<file path="src/rtl/clk_buf_monitor.sv">
// clk_buf_monitor: measures the frequency of a buffered clock.
// The monitored clock is synchronised into the clk domain. Its rising edges
// are counted over windows of WINDOW reference cycles, and each window is
// range-checked against EXP_MIN..EXP_MAX.
//
// Optional feature: define CLK_BUF_MONITOR_STUCK_DETECT_EN to build the
// stuck-clock detector. Without it, clock_stuck is tied to 0.
//
// Output protocol: count_valid is a one-cycle pulse with no back-pressure.
// edge_count, freq_ok and mismatch_count change only in that cycle and hold
// their values otherwise, including while the monitor is idle.
module clk_buf_monitor #(
  parameter int unsigned WINDOW      = 64,
  parameter int unsigned CNT_W       = 16,
  parameter int unsigned EXP_MIN     = 15,
  parameter int unsigned EXP_MAX     = 17,
  parameter int unsigned STUCK_LIMIT = 32
) (
  input  logic             clk,
  input  logic             reset,
  input  logic             enable,
  input  logic             clock_input,
  output logic [CNT_W-1:0] edge_count,
  output logic             count_valid,
  output logic             freq_ok,
  output logic [7:0]       mismatch_count,
  output logic             clock_stuck
);

  localparam int unsigned WIN_W = (WINDOW > 1) ? $clog2(WINDOW) : 1;
  localparam logic [WIN_W-1:0] WIN_LAST = WIN_W'(WINDOW - 1);

  typedef enum logic [1:0] {
    IDLE    = 2'd0,
    MEASURE = 2'd1,
    REPORT  = 2'd2
  } state_t;

  state_t           state;
  logic [WIN_W-1:0] win_cnt;
  logic [CNT_W-1:0] edge_cnt;
  logic             s1, s2, s3;
  logic             rise;
  logic             in_range;
  logic [CNT_W-1:0] edge_cnt_inc;

  // Two-flop synchroniser plus a history flop for edge detection.
  always_ff @(posedge clk) begin
    if (reset) begin
      s1 <= 1'b0;
      s2 <= 1'b0;
      s3 <= 1'b0;
    end else begin
      s1 <= clock_input;
      s2 <= s1;
      s3 <= s2;
    end
  end

  assign rise = s2 & ~s3;

  // The edge counter saturates instead of wrapping. The range check uses the count so far.
  assign edge_cnt_inc = (edge_cnt == {CNT_W{1'b1}}) ? edge_cnt : edge_cnt + 1'b1;
  assign in_range     = (edge_cnt >= CNT_W'(EXP_MIN)) && (edge_cnt <= CNT_W'(EXP_MAX));

  // Window FSM: idle, then count for WINDOW cycles, then one report cycle.
  always_ff @(posedge clk) begin
    if (reset) begin
      state          <= IDLE;
      win_cnt        <= '0;
      edge_cnt       <= '0;
      edge_count     <= '0;
      count_valid    <= 1'b0;
      freq_ok        <= 1'b0;
      mismatch_count <= 8'd0;
    end else begin
      count_valid <= 1'b0;
      case (state)
        IDLE: begin
          win_cnt  <= '0;
          edge_cnt <= '0;
          if (enable) state <= MEASURE;
        end
        MEASURE: begin
          if (!enable) begin
            // An aborted window is dropped without a report.
            state    <= IDLE;
            win_cnt  <= '0;
            edge_cnt <= '0;
          end else begin
            if (rise) edge_cnt <= edge_cnt_inc;
            if (win_cnt == WIN_LAST) begin
              state   <= REPORT;
              win_cnt <= '0;
            end else begin
              win_cnt <= win_cnt + 1'b1;
            end
          end
        end
        REPORT: begin
          edge_count  <= edge_cnt;
          count_valid <= 1'b1;
          freq_ok     <= in_range;
          if (!in_range && (mismatch_count != 8'hFF))
            mismatch_count <= mismatch_count + 8'd1;
          // A rise during the report cycle becomes the first edge of the next window.
          edge_cnt <= rise ? CNT_W'(1) : '0;
          win_cnt  <= '0;
          state    <= enable ? MEASURE : IDLE;
        end
        default: begin
          state    <= IDLE;
          win_cnt  <= '0;
          edge_cnt <= '0;
        end
      endcase
    end
  end

`ifdef CLK_BUF_MONITOR_STUCK_DETECT_EN
  localparam int unsigned ST_W = $clog2(STUCK_LIMIT + 1);

  logic [ST_W-1:0] stuck_cnt;

  // Cycles since the last synchronised edge, which saturates at STUCK_LIMIT. This counter runs in every state.
  always_ff @(posedge clk) begin
    if (reset) begin
      stuck_cnt   <= '0;
      clock_stuck <= 1'b0;
    end else if (rise) begin
      stuck_cnt   <= '0;
      clock_stuck <= 1'b0;
    end else begin
      if (stuck_cnt != ST_W'(STUCK_LIMIT)) stuck_cnt <= stuck_cnt + 1'b1;
      if (stuck_cnt >= ST_W'(STUCK_LIMIT - 1)) clock_stuck <= 1'b1;
    end
  end
`else
  assign clock_stuck = 1'b0;
`endif

endmodule
</file>
<file path="config.mk">
export PLATFORM = sky130hd
export DESIGN_NAME = clk_buf_monitor
export DESIGN_NICKNAME = d
export VERILOG_FILES = /design/src/rtl/clk_buf_monitor.sv
export SDC_FILE = /design/constraint.sdc
export NUM_CORES = 1
export LEC_CHECK = 0
export BUFFER_PORTS_ARGS = -buffer_cell sky130_fd_sc_hd__clkbuf_2
export CAP_MARGIN = 0
export CORE_MARGIN = 2
export CORE_UTILIZATION = 26
export DETAILED_ROUTE_END_ITERATION = 10
export RECOVER_POWER = 25
export SETUP_SLACK_MARGIN = 0.05
export SYNTH_ARGS = -nofsm -noshare
export SYNTH_HDL_FRONTEND = slang
export SYNTH_SLANG_ARGS = --single-unit
</file>
<file path="constraint.sdc">
create_clock -name clk -period 1.65 [get_ports clk]
set_input_delay 0.2475 -clock clk [delete_from_list [all_inputs] [get_ports clk]]
set_output_delay 0.2475 -clock clk [all_outputs]
set_load 0.05 [all_outputs]
</file>
==> metrics.txt <==
# TYPE chip_impl_metric gauge
chip_impl_metric{name="antennaDiodeCount",unit=""} 0
chip_impl_metric{name="cp_num_buf_inv",unit=""} 2
chip_impl_metric{name="flow.area_growth_from_synthesis",unit="%"} 42.6
chip_impl_metric{name="vdd.ir_drop.worst",unit="mV"} 0.320
chip_impl_metric{name="nets",unit=""} 377
chip_impl_metric{name="globalRouteOverflowTotal",unit=""} 0
chip_impl_metric{name="hold_violations",unit=""} 0
chip_impl_info{name="grt_setup_unrepaired",value="yes"} 1
chip_impl_metric{name="timing.final.ws_setup",unit="ps"} -169
chip_impl_metric{name="crit_path_max_fanout",unit=""} 6
chip_impl_info{name="synth-main-ff-cell",value="sky130_fd_sc_hd__dfxtp_1"} 1
chip_impl_metric{name="arrival",unit="ps"} 2040
chip_impl_metric{name="placeableCoreArea",unit="mm^2"} 0.00928
chip_impl_metric{name="detail_route.vias_per_cell",unit=""} 4.83
chip_impl_metric{name="post_synthesis_cell_area",unit="mm^2"} 0.00251
chip_impl_metric{name="register_bit_total_from_synthesis",unit=""} 53
chip_impl_metric{name="final_max_slew_viols",unit=""} 0
chip_impl_metric{name="die_w",unit="um"} 102
chip_impl_metric{name="grt_first_pass_wirelength",unit="mm"} 11.2
chip_impl_info{name="critPathTopFamily",value="compound AO/OA/AOI/OAI gates"} 1
chip_impl_info{name="timing.setup.critical_path_class",value="reg -> reg"} 1
chip_impl_info{name="slowest_stage",value="sky130_fd_sc_hd__dfxtp_4"} 1
chip_impl_info{name="worst_setup_path_start_kind",value="flop"} 1
chip_impl_info{name="critical_path.endpoint",value="mismatch_count[2]$_SDFFE_PP0P_"} 1
chip_impl_metric{name="fillerInstances",unit=""} 957
chip_impl_metric{name="max_stage_delay",unit="ps"} 380
chip_impl_metric{name="final.setup.tns",unit="ps"} -1180
chip_impl_metric{name="rr_worst_depth",unit=""} 8
chip_impl_info{name="endpoint_kind",value="flop"} 1
chip_impl_info{name="cpMostUsedCell",value="sky130_fd_sc_hd__nor2_2"} 1
chip_impl_metric{name="post_synth_and_or_nand_nor_area_fraction",unit=""} 0.245
chip_impl_info{name="worst_hold_path_type",value="in -> reg"} 1
chip_impl_metric{name="clock_sink_count",unit=""} 53
chip_impl_metric{name="pre_cts_setup_slack",unit="ps"} -145
chip_impl_metric{name="cap_viol_max_count",unit=""} 0
chip_impl_metric{name="syn-num-nets",unit=""} 300
chip_impl_info{name="cts_tree",value="done"} 1
chip_impl_metric{name="register_to_register_setup_slack",unit="ps"} -170
chip_impl_metric{name="drt_pass1_iterations",unit=""} 4
chip_impl_metric{name="ys.warnings.count",unit=""} 0
chip_impl_metric{name="port_bufs",unit=""} 29
chip_impl_metric{name="areal_power_density_over_the_cells",unit="mW/mm^2"} 599
chip_impl_info{name="rr_endpoint",value="mismatch_count[2]$_SDFFE_PP0P_"} 1
chip_impl_metric{name="number_of_distinct_library_cells_after_synthesis",unit=""} 47
chip_impl_info{name="clock-root-buffer",value="sky130_fd_sc_hd__clkbuf_8"} 1
chip_impl_metric{name="ys_async_sr_fraction",unit=""} 0
chip_impl_info{name="violations_in_the_final_reports",value="setup timing"} 1
chip_impl_metric{name="die_area",unit="mm^2"} 0.0104
chip_impl_metric{name="routed-via-count",unit=""} 2386
chip_impl_metric{name="cts.htree.levels",unit=""} 2
chip_impl_metric{name="grt_pass1_vias",unit=""} 2340
chip_impl_metric{name="timing.final.crit_period",unit="ps"} 1820
chip_impl_metric{name="synth_enable_flop_cells",unit=""} 0
chip_impl_metric{name="postCtsHoldBufs",unit=""} 0
chip_impl_metric{name="gp_congestion",unit=""} 0.881
chip_impl_metric{name="leakage",unit="nW"} 1.31
chip_impl_metric{name="synth_cells",unit=""} 287
chip_impl_metric{name="fp-row-count",unit=""} 35
chip_impl_metric{name="globalRouteTotalUtil",unit=""} 0.136
chip_impl_metric{name="worst_ep_required_time",unit="ps"} 1870
chip_impl_metric{name="report.final.setup_viol",unit=""} 13
chip_impl_info{name="path_cells",value="inv_2, ha_2, nor2_2, o32a_1, o221ai_2, buf_4, nor2_2, mux2_1"} 1
chip_impl_metric{name="critical_path_depth",unit=""} 8
chip_impl_metric{name="synth.yosys.seq_area_share",unit=""} 0.423
chip_impl_metric{name="synth-compound-area-share",unit=""} 0.136
chip_impl_metric{name="drc",unit=""} 0
chip_impl_metric{name="placed_cells",unit=""} 474
chip_impl_metric{name="xor_and_xnor_fraction_of_the_mapped_netlist_area",unit=""} 0.0210
chip_impl_metric{name="clock_tree.buffer_depth",unit=""} 2
chip_impl_info{name="worstReg2RegStart",value="edge_cnt[0]$_SDFFE_PP0P_"} 1
chip_impl_metric{name="post-layout-total-power",unit="mW"} 2.14
chip_impl_metric{name="post_synth_adder_cell_area",unit=""} 0.0449
chip_impl_info{name="status",value="finished with violations"} 1
chip_impl_info{name="dominant_combinational_cell_family_by_area_after_synthesis",value="simple AND/OR/NAND/NOR gates"} 1
chip_impl_metric{name="synth_mux_area_frac",unit=""} 0.0769
chip_impl_metric{name="num_io_pins",unit=""} 31
chip_impl_metric{name="synth_area_per_cell",unit="um^2"} 8.73
chip_impl_metric{name="cts-buffers-inserted",unit=""} 5
chip_impl_metric{name="initial_core_util",unit=""} 0.270
chip_impl_metric{name="finalWirelength",unit="mm"} 6.79
chip_impl_metric{name="final-instance-count-excl-fill",unit=""} 494
chip_impl_metric{name="fin_crit_sh",unit=""} 1.10
chip_impl_metric{name="fin_worst_skew",unit="ps"} 10.0
chip_impl_metric{name="clock.fmax",unit="MHz"} 550
chip_impl_metric{name="layout-drive-gt1-share",unit=""} 0.452
chip_impl_info{name="crit_start",value="edge_cnt[0]$_SDFFE_PP0P_"} 1
chip_impl_metric{name="hpwl",unit="mm"} 4.67
chip_impl_metric{name="worstSkewPairLatency",unit="ps"} 320
chip_impl_metric{name="antenna_found_initial",unit=""} 0
chip_impl_metric{name="antenna_left",unit=""} 0
chip_impl_metric{name="worst_setup_hold_path_clk_slew",unit="ps"} 90
chip_impl_metric{name="fp.dieH",unit="um"} 102
chip_impl_metric{name="route.detailed.wl_per_inst",unit="um"} 13.7
chip_impl_metric{name="first_iteration_detailed_routing_drc_count",unit=""} 125
chip_impl_metric{name="maximum_number_of_pins_on_one_net_before_global_route_repair",unit=""} 26
-- Yosys cell counts, types with 4 or more instances --
library cell / instances / share of area
sky130_fd_sc_hd__dfxtp_1: 53 / 0.42
sky130_fd_sc_hd__nor2_1: 40 / 0.060
sky130_fd_sc_hd__nand2_1: 23 / 0.034
sky130_fd_sc_hd__a21oi_1: 17 / 0.034
sky130_fd_sc_hd__mux2i_1: 17 / 0.068
sky130_fd_sc_hd__nand3_1: 15 / 0.030
sky130_fd_sc_hd__ha_1: 9 / 0.045
sky130_fd_sc_hd__inv_1: 9 / 0.013
sky130_fd_sc_hd__nor3_1: 9 / 0.018
sky130_fd_sc_hd__o21ai_0: 9 / 0.018
sky130_fd_sc_hd__clkbuf_1: 8 / 0.012
sky130_fd_sc_hd__nor2b_1: 8 / 0.020
sky130_fd_sc_hd__buf_2: 6 / 0.012
sky130_fd_sc_hd__or3_1: 5 / 0.012
sky130_fd_sc_hd__nand2b_1: 4 / 0.010
sky130_fd_sc_hd__nand4_1: 4 / 0.010
-- cell type report --
class,instances,area (um^2),share of cell area
Tap cell,129,161,0.0452
Timing Repair Buffer,88,646,0.181
Clock inverter,1,7.51,0.00210
Clock buffer,7,76.3,0.0214
Sequential cell,53,1090,0.306
Inverter,9,33.8,0.00945
Multi-Input combinational cell,207,1560,0.435
-- sequential cells by signal, indices dropped and copies added (netlist names) --
signal          count
s1                  1
edge_cnt           16
state               2
s3                  1
win_cnt             6
edge_count         16
freq_ok             1
count_valid         1
s2                  1
mismatch_count      8
-- what timing repair did --
item                       in CTS  in global routing
buffers inserted                8                  3
pin swaps                      16                 21
resized for setup              37                 35
gates cloned                    0                  1
setup endpoints to repair      26                 26
-- through the flow --
step,hold WS [ps],utilization,cell area (um^2)
CTS,142,0.368,3410
global route,129,0.385,3570
global placement,426,0.339,3140
finish,137,0.385,3570
floorplan,376,-,2580
detailed placement,445,0.339,3140
-- power breakdown --
group	internal, mW	switching [mW]
clock network	0.301	0.430
logic	0.0455	0.0826
registers	1.28	0.00371
-- worst reg2reg max path: stages (launching register included) --
cell and delay (ps):
sky130_fd_sc_hd__dfxtp_4 380, sky130_fd_sc_hd__inv_2 70, sky130_fd_sc_hd__ha_2 170, sky130_fd_sc_hd__nor2_2 40, sky130_fd_sc_hd__o32a_1 320, sky130_fd_sc_hd__o221ai_2 220
sky130_fd_sc_hd__buf_4 180, sky130_fd_sc_hd__nor2_2 40, sky130_fd_sc_hd__mux2_1 300
-- placed cells by master (no fill, tap or decap), types with 4 or more instances in the layout --
cell / count
sky130_fd_sc_hd__dfxtp_1: 33
sky130_fd_sc_hd__buf_6: 10
sky130_fd_sc_hd__o21ai_0: 6
sky130_fd_sc_hd__nand2_1: 20
sky130_fd_sc_hd__mux2i_1: 17
sky130_fd_sc_hd__nor2_1: 36
sky130_fd_sc_hd__dfxtp_2: 17
sky130_fd_sc_hd__a21oi_1: 10
sky130_fd_sc_hd__clkbuf_2: 29
sky130_fd_sc_hd__nand4_1: 4
sky130_fd_sc_hd__buf_4: 47
sky130_fd_sc_hd__nor3_1: 6
sky130_fd_sc_hd__ha_1: 4
sky130_fd_sc_hd__a21oi_2: 7
sky130_fd_sc_hd__inv_1: 7
sky130_fd_sc_hd__clkbuf_8: 5
sky130_fd_sc_hd__nor2b_1: 8
sky130_fd_sc_hd__nand3_1: 12
-- worst min-delay path by stage --
stage / from / end / slack [ps] / cells after the start
after floorplan: clock_input / s1$_SDFF_PP0_ / 380 / 1
after global placement: s1$_SDFF_PP0_ / s2$_SDFF_PP0_ / 430 / 1
after detailed placement: s1$_SDFF_PP0_ / s2$_SDFF_PP0_ / 440 / 1
after CTS: clock_input / s1$_SDFF_PP0_ / 140 / 2
after global routing: clock_input / s1$_SDFF_PP0_ / 130 / 2
final: clock_input / s1$_SDFF_PP0_ / 140 / 2
-- metal layers --
metal / share of wire / track usage / up-vias
met5: 0 / 0 / -
met4: 0.020 / 0.0595 / 0
met3: 0.037 / 0.0253 / 11
met2: 0.49 / 0.226 / 48
met1: 0.45 / 0.173 / 1160
li1: - / - / 1167
-- cells by family after synthesis --
logic type | count (synthesis)
DFF | 53
AOI/OAI and AO/OA | 50
adders and majority gates | 9
buffers and inverters | 27
muxes | 19
xor gates and xnor gates | 6
other | 1
and+or+nand+nor | 122
No activity file was read; power rests on OpenSTA's default activity.
